File: src/rtl/config_loader_pkg.sv
// config_loader_pkg: shared FSM state type and sizing helpers for the configuration loader.
package config_loader_pkg;

    typedef enum logic [2:0] {IDLE, LOAD, CHECK, RELEASE, RUN, ERROR} state_t;

    // Number of bitstream data words needed to cover cw configuration bits.
    function automatic int n_words(input int cw, input int ww);
        return (cw + ww - 1) / ww;
    endfunction

    // Width of a counter that must hold values 0..n.
    function automatic int cnt_width(input int n);
        return $clog2(n + 1);
    endfunction

endpackage

File: src/rtl/config_loader.sv
// config_loader: word-serial bitstream loader with XOR trailer check, atomic commit and fabric reset sequencing.
//   clock, nreset           : clock and synchronous active-low reset
//   start                   : one-cycle (re)load request, honoured in IDLE, RUN and ERROR
//   word_in/valid/ready     : bitstream handshake (N_WORDS data words, then one trailer word)
//   config_out              : committed configuration image to the tile
//   fabric_nreset/enable    : fabric register reset and enable, released only in RUN
//   config_done             : a verified configuration is running
//   error                   : the last load failed its checksum
module config_loader
    import config_loader_pkg::*;
#(
    parameter int CONFIG_WIDTH = 20,
    parameter int WORD_WIDTH   = 8,
    parameter int RESET_CYCLES = 2
) (
    input  logic                    clock,
    input  logic                    nreset,
    input  logic                    start,
    input  logic [WORD_WIDTH-1:0]   word_in,
    input  logic                    word_valid,
    output logic                    word_ready,
    output logic [CONFIG_WIDTH-1:0] config_out,
    output logic                    fabric_nreset,
    output logic                    fabric_enable,
    output logic                    config_done,
    output logic                    error
);

    localparam int N_WORDS = n_words(CONFIG_WIDTH, WORD_WIDTH);
    localparam int WC_W    = cnt_width(N_WORDS);
    localparam int RC_W    = cnt_width(RESET_CYCLES);

    state_t                  state, next;
    logic [WC_W-1:0]         word_cnt;
    logic [RC_W-1:0]         rel_cnt;
    logic [WORD_WIDTH-1:0]   sum;
    logic [CONFIG_WIDTH-1:0] shadow;
    logic                    xfer;
    int                      sh;

    assign xfer = word_valid && word_ready;
    assign sh   = int'(word_cnt) * WORD_WIDTH;

    always_ff @(posedge clock)
        state <= !nreset ? IDLE : next;

    always_comb begin
        next = state;
        case (state)
            IDLE, RUN, ERROR: next = start ? LOAD : state;
            LOAD:    next = (xfer && word_cnt == WC_W'(N_WORDS - 1)) ? CHECK : LOAD;
            CHECK:   next = xfer ? (word_in == sum ? RELEASE : ERROR) : CHECK;
            RELEASE: next = (rel_cnt == RC_W'(RESET_CYCLES - 1)) ? RUN : RELEASE;
            default: next = IDLE;
        endcase
    end

    // Outputs are registered from the next state so they line up with the state register.
    always_ff @(posedge clock) begin
        if (!nreset) begin
            word_ready    <= 1'b0;
            fabric_nreset <= 1'b0;
            fabric_enable <= 1'b0;
            config_done   <= 1'b0;
            error         <= 1'b0;
            config_out    <= '0;
            shadow        <= '0;
            sum           <= '0;
            word_cnt      <= '0;
            rel_cnt       <= '0;
        end else begin
            word_ready    <= next == LOAD || next == CHECK;
            fabric_nreset <= next == RUN;
            fabric_enable <= next == RUN;
            config_done   <= next == RUN;
            rel_cnt       <= state == RELEASE ? rel_cnt + 1'b1 : '0;
            if ((state == IDLE || state == RUN || state == ERROR) && start) begin
                word_cnt <= '0;
                sum      <= '0;
            end
            if (state == LOAD && xfer) begin
                // Bits of the last word beyond CONFIG_WIDTH fall off the top of the shift.
                shadow   <= (shadow & ~(CONFIG_WIDTH'({WORD_WIDTH{1'b1}}) << sh))
                          | (CONFIG_WIDTH'(word_in) << sh);
                sum      <= sum ^ word_in;
                word_cnt <= word_cnt + 1'b1;
            end
            if (state == CHECK && xfer) begin
                if (word_in == sum) begin
                    config_out <= shadow;
                    error      <= 1'b0;
                end else begin
                    error      <= 1'b1;
                end
            end
        end
    end

endmodule

File: config.mk
export PLATFORM = sky130hd
export DESIGN_NAME = config_loader
export DESIGN_NICKNAME = d
export VERILOG_FILES = /design/src/rtl/config_loader_pkg.sv /design/src/rtl/config_loader.sv
export SDC_FILE = /design/constraint.sdc
export NUM_CORES = 1
export LEC_CHECK = 0
export BUFFER_PORTS_ARGS = -buffer_cell sky130_fd_sc_hd__buf_4
export CAP_MARGIN = 20
export CELL_PAD_IN_SITES_DETAIL_PLACEMENT = 0
export CELL_PAD_IN_SITES_GLOBAL_PLACEMENT = 1
export CORE_MARGIN = 2
export CORE_UTILIZATION = 43
export DETAILED_ROUTE_END_ITERATION = 8
export PLACE_DENSITY_LB_ADDON = 0.1
export SKIP_LAST_GASP = 1
export SYNTH_ARGS = -nofsm -noshare
export SYNTH_HDL_FRONTEND = slang
export SYNTH_SLANG_ARGS = --single-unit
File: constraint.sdc
create_clock -name clock -period 2.28 [get_ports clock]
set_input_delay 0.114 -clock clock [delete_from_list [all_inputs] [get_ports clock]]
set_output_delay 0.114 -clock clock [all_outputs]
set_load 0.1 [all_outputs]
* After elaboration in Yosys (flattened, before gate mapping)
Index checks and enable logic that the tools add are counted.
Operators by class: add/subtract/negate cells 2, eq/ne operators 11, shift operators 2, mux-type cells 11, bitwise logic cells 4, reduce and logical (&&, ||, !) cells 13
Operators by type and width (count):
- $and 20x20->20 | 1
- $not 20->20 | 1
- $or 20x20->20 | 1
- $shl 8x5->20 | 1
- $shl 8x5->20 const A | 1
- $mux 8 | 2
- $mux 3 | 4
- $pmux 3 s4 | 1
- $eq 3x2->1 const B | 3
- $eq 3x3->1 const B | 3
- $eq 8x8->1 | 1
- $xor 8x8->8 | 1
- $eq 3x1->1 const B | 2
- $mux 2 | 3
- $logic_and 1x1->1 | 5
- $add 2x1->2 const B | 2
- $reduce_and 2->1 | 2
- $logic_not 3->1 | 1
- $logic_or 1x1->1 | 3
- $reduce_or 3->1 | 1
- $eq 2x1->1 const B | 1
- $eq 2x2->1 const B | 1
- $reduce_bool 2->1 | 1
- $mux 1 | 1
Storage, ports and cells: bits in registers 58, input bits 12, output and inout port bits 25, logic and storage cells 52

* Longest topological paths before layout
Gate-level depths: netlist of the first run.
depth in word-level cells 6, mapped depth 7, gate-level depth less buffers 7

* Worst setup path after synthesis of the first run
OpenSTA, ideal clock, no wires.
path kind flip-flop to flip-flop, from register word_ready, to register config_out[18], library setup time 0.128 ns, data arrival time 2.219 ns, required time 2.152 ns, setup slack -0.067 ns, cell stages (with the launch flop) 7, path buffers 1, period minus slack after synthesis 2.347 ns, path through dfxtp_1 -> nand2_1 -> nor4b_2 -> nand3_1 -> buf_4 -> mux2i_1 -> nor2_1
On the way: cells in the longest elaborated chain, start to end 3
Ends and longest elaborated chain:
- from (decl) | line config_loader.sv:21 | output logic word_ready,
- from (signal assigned) | line config_loader.sv:61 | word_ready <= 1'b0;
- from (signal assigned) | line config_loader.sv:72 | word_ready <= next == LOAD || next == CHECK;
- $logic_and 1x1->1 | line config_loader.sv:41 | assign xfer = word_valid && word_ready;
- $logic_and 1x1->1 | line config_loader.sv:88 | if (state == CHECK && xfer) begin
- $reduce_and 2->1 (no source line)
- to (signal assigned) | line config_loader.sv:90 | config_out <= shadow;
- to (decl) | line config_loader.sv:22 | output logic [CONFIG_WIDTH-1:0] config_out,
Every way passes these cells. A chain may end at the register's enable or synchronous reset.

* Worst setup path after layout of the first run
from register word_cnt[0], to register word_ready
On the way: cells in the longest elaborated chain, start to end 6, elaborated cells on any way between the ends 7, those cells by class eq/ne: 3; mux: 2; reduce/logical: 2
Ends and longest elaborated chain:
- from (decl) | line config_loader.sv:34 | logic [WC_W-1:0] word_cnt;
- from (signal assigned) | line config_loader.sv:86 | word_cnt <= word_cnt + 1'b1;
- $eq 2x2->1 * | line config_loader.sv:51 | LOAD: next = (xfer && word_cnt == WC_W'(N_WORDS - 1)) ? CHECK : LOAD;
- $logic_and 1x1->1 * | line config_loader.sv:51
- $mux 2 * | line config_loader.sv:51
- $pmux 3 s4 * | line config_loader.sv:49 | case (state)
- $eq 3x1->1 or $eq 3x2->1 (tied branches) | line config_loader.sv:72
- $logic_or 1x1->1 * | line config_loader.sv:72
Mark *: on every way between the ends. The rest lies on a longest branch, timed or not.

==> flow_summary.ini, run 1 <==
[outcome]
status = finished, final reports clean

[logic_synthesis]
synth-simple-area-share_pct = 21.4
synth_mux_area_share_pct = 9.51
synth_compound_area_share_pct = 12.8
netlist_area_mm2 = 0.00243
post_synth_num_cell_types = 34
ys_seq_elements = 58
synth_top_family_by_area = simple AND/OR/NAND/NOR gates
synth_xor_xnor_area_share_pct = 2.88
syn_area_per_cell_um2 = 9.62
synth_fa_ha_area_share_pct = 2.06
yosys_warnings = 0
synth_seq_area_share_pct = 47.7
synth_nets = 269
syn_inst = 253

[run]
drv_cap = 0

[hold_path]
hold_start = nreset
hold_class = primary input to flip-flop
worstHoldEndpoint = state[1]$_SDFF_PN0_
holdPathStages = 3

[clock_network]
clkSinkCount = 58
cts_setup_buffers = 0
clock_latency_ns = 0.32
numCtsBuffers = 9
cts_hold_buf = 0
clk_pin_slew_ns = 0.06
cts-root-buf = clkbuf_8
htreeDepth = 3
cts_buffer_depth = 2
cts_tree = built
postCtsResizedCells = 0

[global_route]
grt_pass1_wl_um = 8990
grt_pass1_vias = 1789
overflow = 0
grt_use_total_pct = 18.9
antenna_found_initial = 0
grt_max_degree = 37

[placement]
gp_congestion = 0.825
io_buffer_count = 36
dp_hpwl_um = 3560

[worst_setup_path]
worstSetupEndpointType = flip-flop
reg2reg_depth = 7
ff2ff_setup_slack_ns = 0.31
cp.required_ns = 2.49
start_kind = flip-flop
worstSetupPathType = flip-flop to flip-flop
reg2reg_from = word_cnt[0]$_SDFFE_PN0P_
r2r_end = word_ready$_SDFF_PN0_
cp_max_fo = 6
arrival_ns = 2.18

[die]
start_util_pct = 44.5
die_h_um = 79.2
num_rows = 27
dieArea_mm2 = 0.00628
core_mm2 = 0.00547
die-width_um = 79.2
num_io_pins = 37

[timing]
fin_crit_ns = 1.97
rsz0062_at_grt = false
tns_ns = 0
finalCritPeriodShare_pct = 86.5
worst_slew_pin_slew_ns = 0.638
worst_hold_slack_ns = 0.0562
maxSlewViolCount = 0
setup_violations = 0
finalHoldViolCount = 0
fin_skew_ns = 0.00819
slew_headroom_pct = 57.4
timing.fmax_mhz = 507

[drt]
wirelength_um = 5290
routed-wl-met2_um = 2380
initialDrtViolationCount = 119
dr_wl_met3_um = 185
drc_errors = 0
top_layer = met4
drtPass1Iterations = 4
antenna_left = 0
wl_per_cell_um = 14.3
m1WireLength_um = 2700
num_vias = 1873
avgViaCountPerCell = 5.06

[power]
ir_drop_mv = 0.492
p_leak_nw = 1.31
p_per_area_mw_per_mm2 = 703

[cells_and_area]
area_growth_pct = 22.1
num_antenna_cells = 0
layout-drive-gt1-share_pct = 22.8
nets = 309
power by group:
| part | internal [mW] | switching (mW) |
|---|---|---|
| logic | 0.0415 | 0.0823 |
| registers | 1.02 | 0.0100 |
| clock network | 0.564 | 0.369 |
| total | 1.63 | 0.461 |
flip-flops by register name, summed over array words and instances (netlist names):
register,count
sum,8
rel_cnt,2
error,1
state,3
word_cnt,2
shadow,20
config_out,20
config_done,1
word_ready,1
worst max-delay path: stages, from the launching register on:
cell,delay [ns]
dfxtp_1,0.50
inv_1,0.16
ha_1,0.27
nand2b_1,0.09
a21boi_1,0.07
a211oi_2,0.24
mux2_1,0.35
and4_1,0.19
cells in the final DEF (no fill, tap or decap), types with 2 or more instances in the layout:
| cell | count |
|---|---|
| a211oi_1 | 2 |
| nand2b_1 | 4 |
| clkbuf_8 | 11 |
| a21oi_1 | 11 |
| o21ai_1 | 8 |
| nor3_4 | 3 |
| inv_1 | 4 |
| nand3b_1 | 8 |
| inv_2 | 2 |
| a31oi_1 | 2 |
| ha_1 | 4 |
| buf_4 | 42 |
| nand3_1 | 3 |
| nor4_4 | 2 |
| nand2_1 | 9 |
| a22oi_1 | 21 |
| clkbuf_1 | 3 |
| nor2_1 | 56 |
| mux2i_1 | 22 |
| xor2_1 | 8 |
| dfxtp_1 | 57 |
cell type report:
type                            instances  area, um2
Inverter                                6       22.5
Multi-Input combinational cell        176       1180
Tap cell                               72       90.1
Fill cell                             525       2500
Sequential cell                        58       1160
Clock inverter                          2       35.0
Timing Repair Buffer                   42        315
Clock buffer                           14        163
logic make-up (layout without fill, tap and decap cells):
group	Yosys count	count (layout)
AOI/OAI and AO/OA	47	47
xor gates and xnor gates	8	8
adders and majority gates	4	4
buffers and inverters	19	64
DFF	58	58
muxes	23	23
and+or+nand+nor	94	94
worst max path at each step:
stage | cells after the start | slack [ns] | start | endpoint
after floorplan | 6 | 0.33 | word_ready$_SDFF_PN0_ | config_out[18]$_SDFFE_PN0P_
after global placement | 7 | 0.36 | word_cnt[0]$_SDFFE_PN0P_ | word_ready$_SDFF_PN0_
after detailed placement | 7 | 0.32 | word_cnt[0]$_SDFFE_PN0P_ | word_ready$_SDFF_PN0_
after CTS | 7 | 0.30 | word_cnt[0]$_SDFFE_PN0P_ | word_ready$_SDFF_PN0_
after global routing | 5 | 0.16 | state[0]$_SDFF_PN0_ | shadow[10]$_SDFFE_PN0P_
final | 7 | 0.31 | word_cnt[0]$_SDFFE_PN0P_ | word_ready$_SDFF_PN0_
Yosys cell counts (all sizes together):
| cell type | instances | area, um2 |
|---|---|---|
| nor3b | 1 | 12.5 |
| mux2 | 1 | 11.3 |
| a22oi | 21 | 158 |
| a31oi | 2 | 12.5 |
| a21oi | 11 | 55.1 |
| ha | 4 | 50.1 |
| nand3 | 3 | 15.0 |
| nor2b | 2 | 15.0 |
| inv | 6 | 22.5 |
| nor4b | 1 | 15.0 |
| nor2 | 56 | 210 |
| nand4 | 2 | 18.8 |
| a211oi | 3 | 27.5 |
| nand2 | 9 | 33.8 |
| buf | 7 | 45.0 |
| clkbuf | 6 | 22.5 |
| and4 | 1 | 8.76 |
| nand3b | 8 | 60.1 |
| dfxtp | 58 | 1160 |
| o211a | 1 | 10.0 |
| nor3 | 4 | 53.8 |
| a21boi | 1 | 7.51 |
| nor4 | 2 | 42.5 |
| xor2 | 8 | 70.1 |
| nand2b | 4 | 25.0 |
| mux2i | 22 | 220 |
| and4b | 1 | 10.0 |
| o21ai | 8 | 40.0 |
stage by stage:
stage | util, % | area (um2) | setup WS, ns | power, mW | cells
after CTS | 54.3 | 2970 | 0.303 | 2.12 | 370
after global routing | 54.3 | 2970 | 0.160 | 2.18 | 370
final | 54.3 | 2970 | 0.309 | 2.09 | 370
after detailed placement | 50.7 | 2770 | 0.317 | 1.18 | 354
after floorplan | - | 2430 | 0.334 | 1.13 | 253
after global placement | 50.7 | 2770 | 0.356 | 1.18 | 354
routing by layer:
layer  up-vias  track usage [%]
met3         2             4.43
met1       875             26.4
met5         -                0
li1        961                -
met2        35             27.5
met4         0             8.79
Note: power is estimated with default switching activity, not from simulation.
==> run 2: changes to the inputs <==
Clock period 2.28 ns to 1.94 ns, I/O delays scaled along.
==> run 2 against run 1 <==
  * Critical endpoint is now shadow[3]$_SDFFE_PN0P_
  * Sequential power grew 17%
  * Combinational power grew 23%
  * Cell area grew 0.72%
  * First-iteration DRC count grew 23%
  * Critical path depth shrank 2
  * Fmax grew 9.7%
  * Clock-buffer cell count shrank 2
  * Wire length shrank 0.62%
  * Global-route usage shrank 0.41 points
  * Clock power grew 11%
  * Largest power group unchanged
==> flow_summary.ini, run 2 (synthesized netlist as in run 1, its figures left out) <==
[drt]
initialDrtViolationCount = 146
antenna_left = 0
num_vias = 1872
avgViaCountPerCell = 5.05
drtPass1Iterations = 4
drc_errors = 0
wl_per_cell_um = 14.2
wirelength_um = 5260

[cells_and_area]
stdcell_count = 371
multiInputGateArea_mm2 = 0.00119
fill_cells = 530
fin_area_mm2 = 0.00299
area_growth_pct = 22.9
fin_util_pct = 54.7
nets = 310
mostFrequentLayoutCells = dfxtp_1 (57), nor2_1 (56), buf_4 (42), mux2i_1 (22), a22oi_1 (21)
regArea_mm2 = 0.00116
layout_commonest_cell = dfxtp_1
num_antenna_cells = 0
reg_top3 = config_out (20), shadow (20), sum (8)
layout-drive-gt1-share_pct = 23.7

[placement]
dp_hpwl_um = 3500
dpl-instance-area_mm2 = 0.00280
gp_congestion = 0.835
io_buffer_count = 36
placed_cells = 355

[clock_network]
cts-root-buf = clkbuf_8
clock_latency_ns = 0.33
cts_tree = built
clkSinkCount = 58
clk_pin_slew_ns = 0.07
cts_buffer_depth = 2
htreeDepth = 3
numCtsBuffers = 9

[timing]
fin_crit_ns = 1.80
timing.fmax_mhz = 557
worst_slew_pin_slew_ns = 0.474
setup_violations = 0
tns_ns = 0
maxSlewViolCount = 0
slew_headroom_pct = 68.4
finalHoldViolCount = 0
fin_skew_ns = 0.0122
rsz0062_at_grt = false
finalCritPeriodShare_pct = 92.6

[global_route]
antenna_found_initial = 0
grt_max_degree = 54
grt_use_total_pct = 18.5
grt_pass1_wl_um = 8890
grt_pass1_vias = 1781
overflow = 0

[hold_path]
holdPathStages = 3
hold_class = primary input to flip-flop

[die]
start_util_pct = 44.5
num_io_pins = 37
die_h_um = 79.2
dieArea_mm2 = 0.00628
num_rows = 27
core_mm2 = 0.00547
die-width_um = 79.2

[worst_setup_path]
arrival_ns = 2.06
cp_max_fo = 8
reg2reg_depth = 5
worstSetupEndpointType = flip-flop
cp.required_ns = 2.20
worstSetupPathType = flip-flop to flip-flop
start_kind = flip-flop

[power]
p_leak_nw = 1.32
ir_drop_mv = 0.724
p_per_area_mw_per_mm2 = 803

[outcome]
status = finished, final reports clean

[run]
drv_cap = 0
## run 2: layout make-up
cell class | instances | area share (%)
clock buffers | 12 | 5.56
clock inverters | 4 | 0.795
repair buffers | 43 | 11.2
flip-flops and latches | 58 | 38.9
multi-input cells | 176 | 39.7
well taps | 72 | 3.01
inverters | 6 | 0.753
## run 2: stage by stage
stage / worst slack (ns) / power (mW) / hold slack [ns]
after floorplan: 0.100 / 1.32 / 0.211
after global placement: 0.210 / 1.39 / 0.365
after detailed placement: 0.224 / 1.39 / 0.371
after CTS: 0.182 / 2.43 / 0.0131
after global routing: 0.0000284 / 2.51 / 0.0202
final: 0.143 / 2.40 / 0.0215
## run 2: metal layers
layer	vias up	wire length, um	track usage, %
met5	-	0	0
met4	0	57	6.72
met3	6	234	5.23
met2	36	2340	27.3
met1	870	2630	25.7
li1	960	-	-
## run 2: path summary, 6_finish.rpt
path                               from  slack (ns)                      to
setup / recovery    state[0]$_SDFF_PN0_        0.14  shadow[3]$_SDFFE_PN0P_
hold reg to reg   rel_cnt[0]$_SDFF_PN0_        0.43   rel_cnt[0]$_SDFF_PN0_
setup reg to reg    state[0]$_SDFF_PN0_        0.14  shadow[3]$_SDFFE_PN0P_
hold / removal                   nreset        0.02     state[1]$_SDFF_PN0_
## run 2: power breakdown
| part | internal [mW] | switching (mW) |
|---|---|---|
| combinational | 0.0528 | 0.0995 |
| clock | 0.572 | 0.467 |
| sequential | 1.20 | 0.0102 |
## run 2: critical path, cell delays in order, from the launching register on
cell and delay [ns]:
dfxtp_1 0.47, nor2b_1 0.30, nand4_2 0.29, nor3_4 0.39, a22oi_1 0.16, nor2_1 0.12
## run 2: what timing repair did
item / in CTS / in global routing
gates resized for setup: 0 / 1
endpoints found under the setup margin: 0 / 1
hold buffers: 0 / 0
buffers inserted: 0 / 0
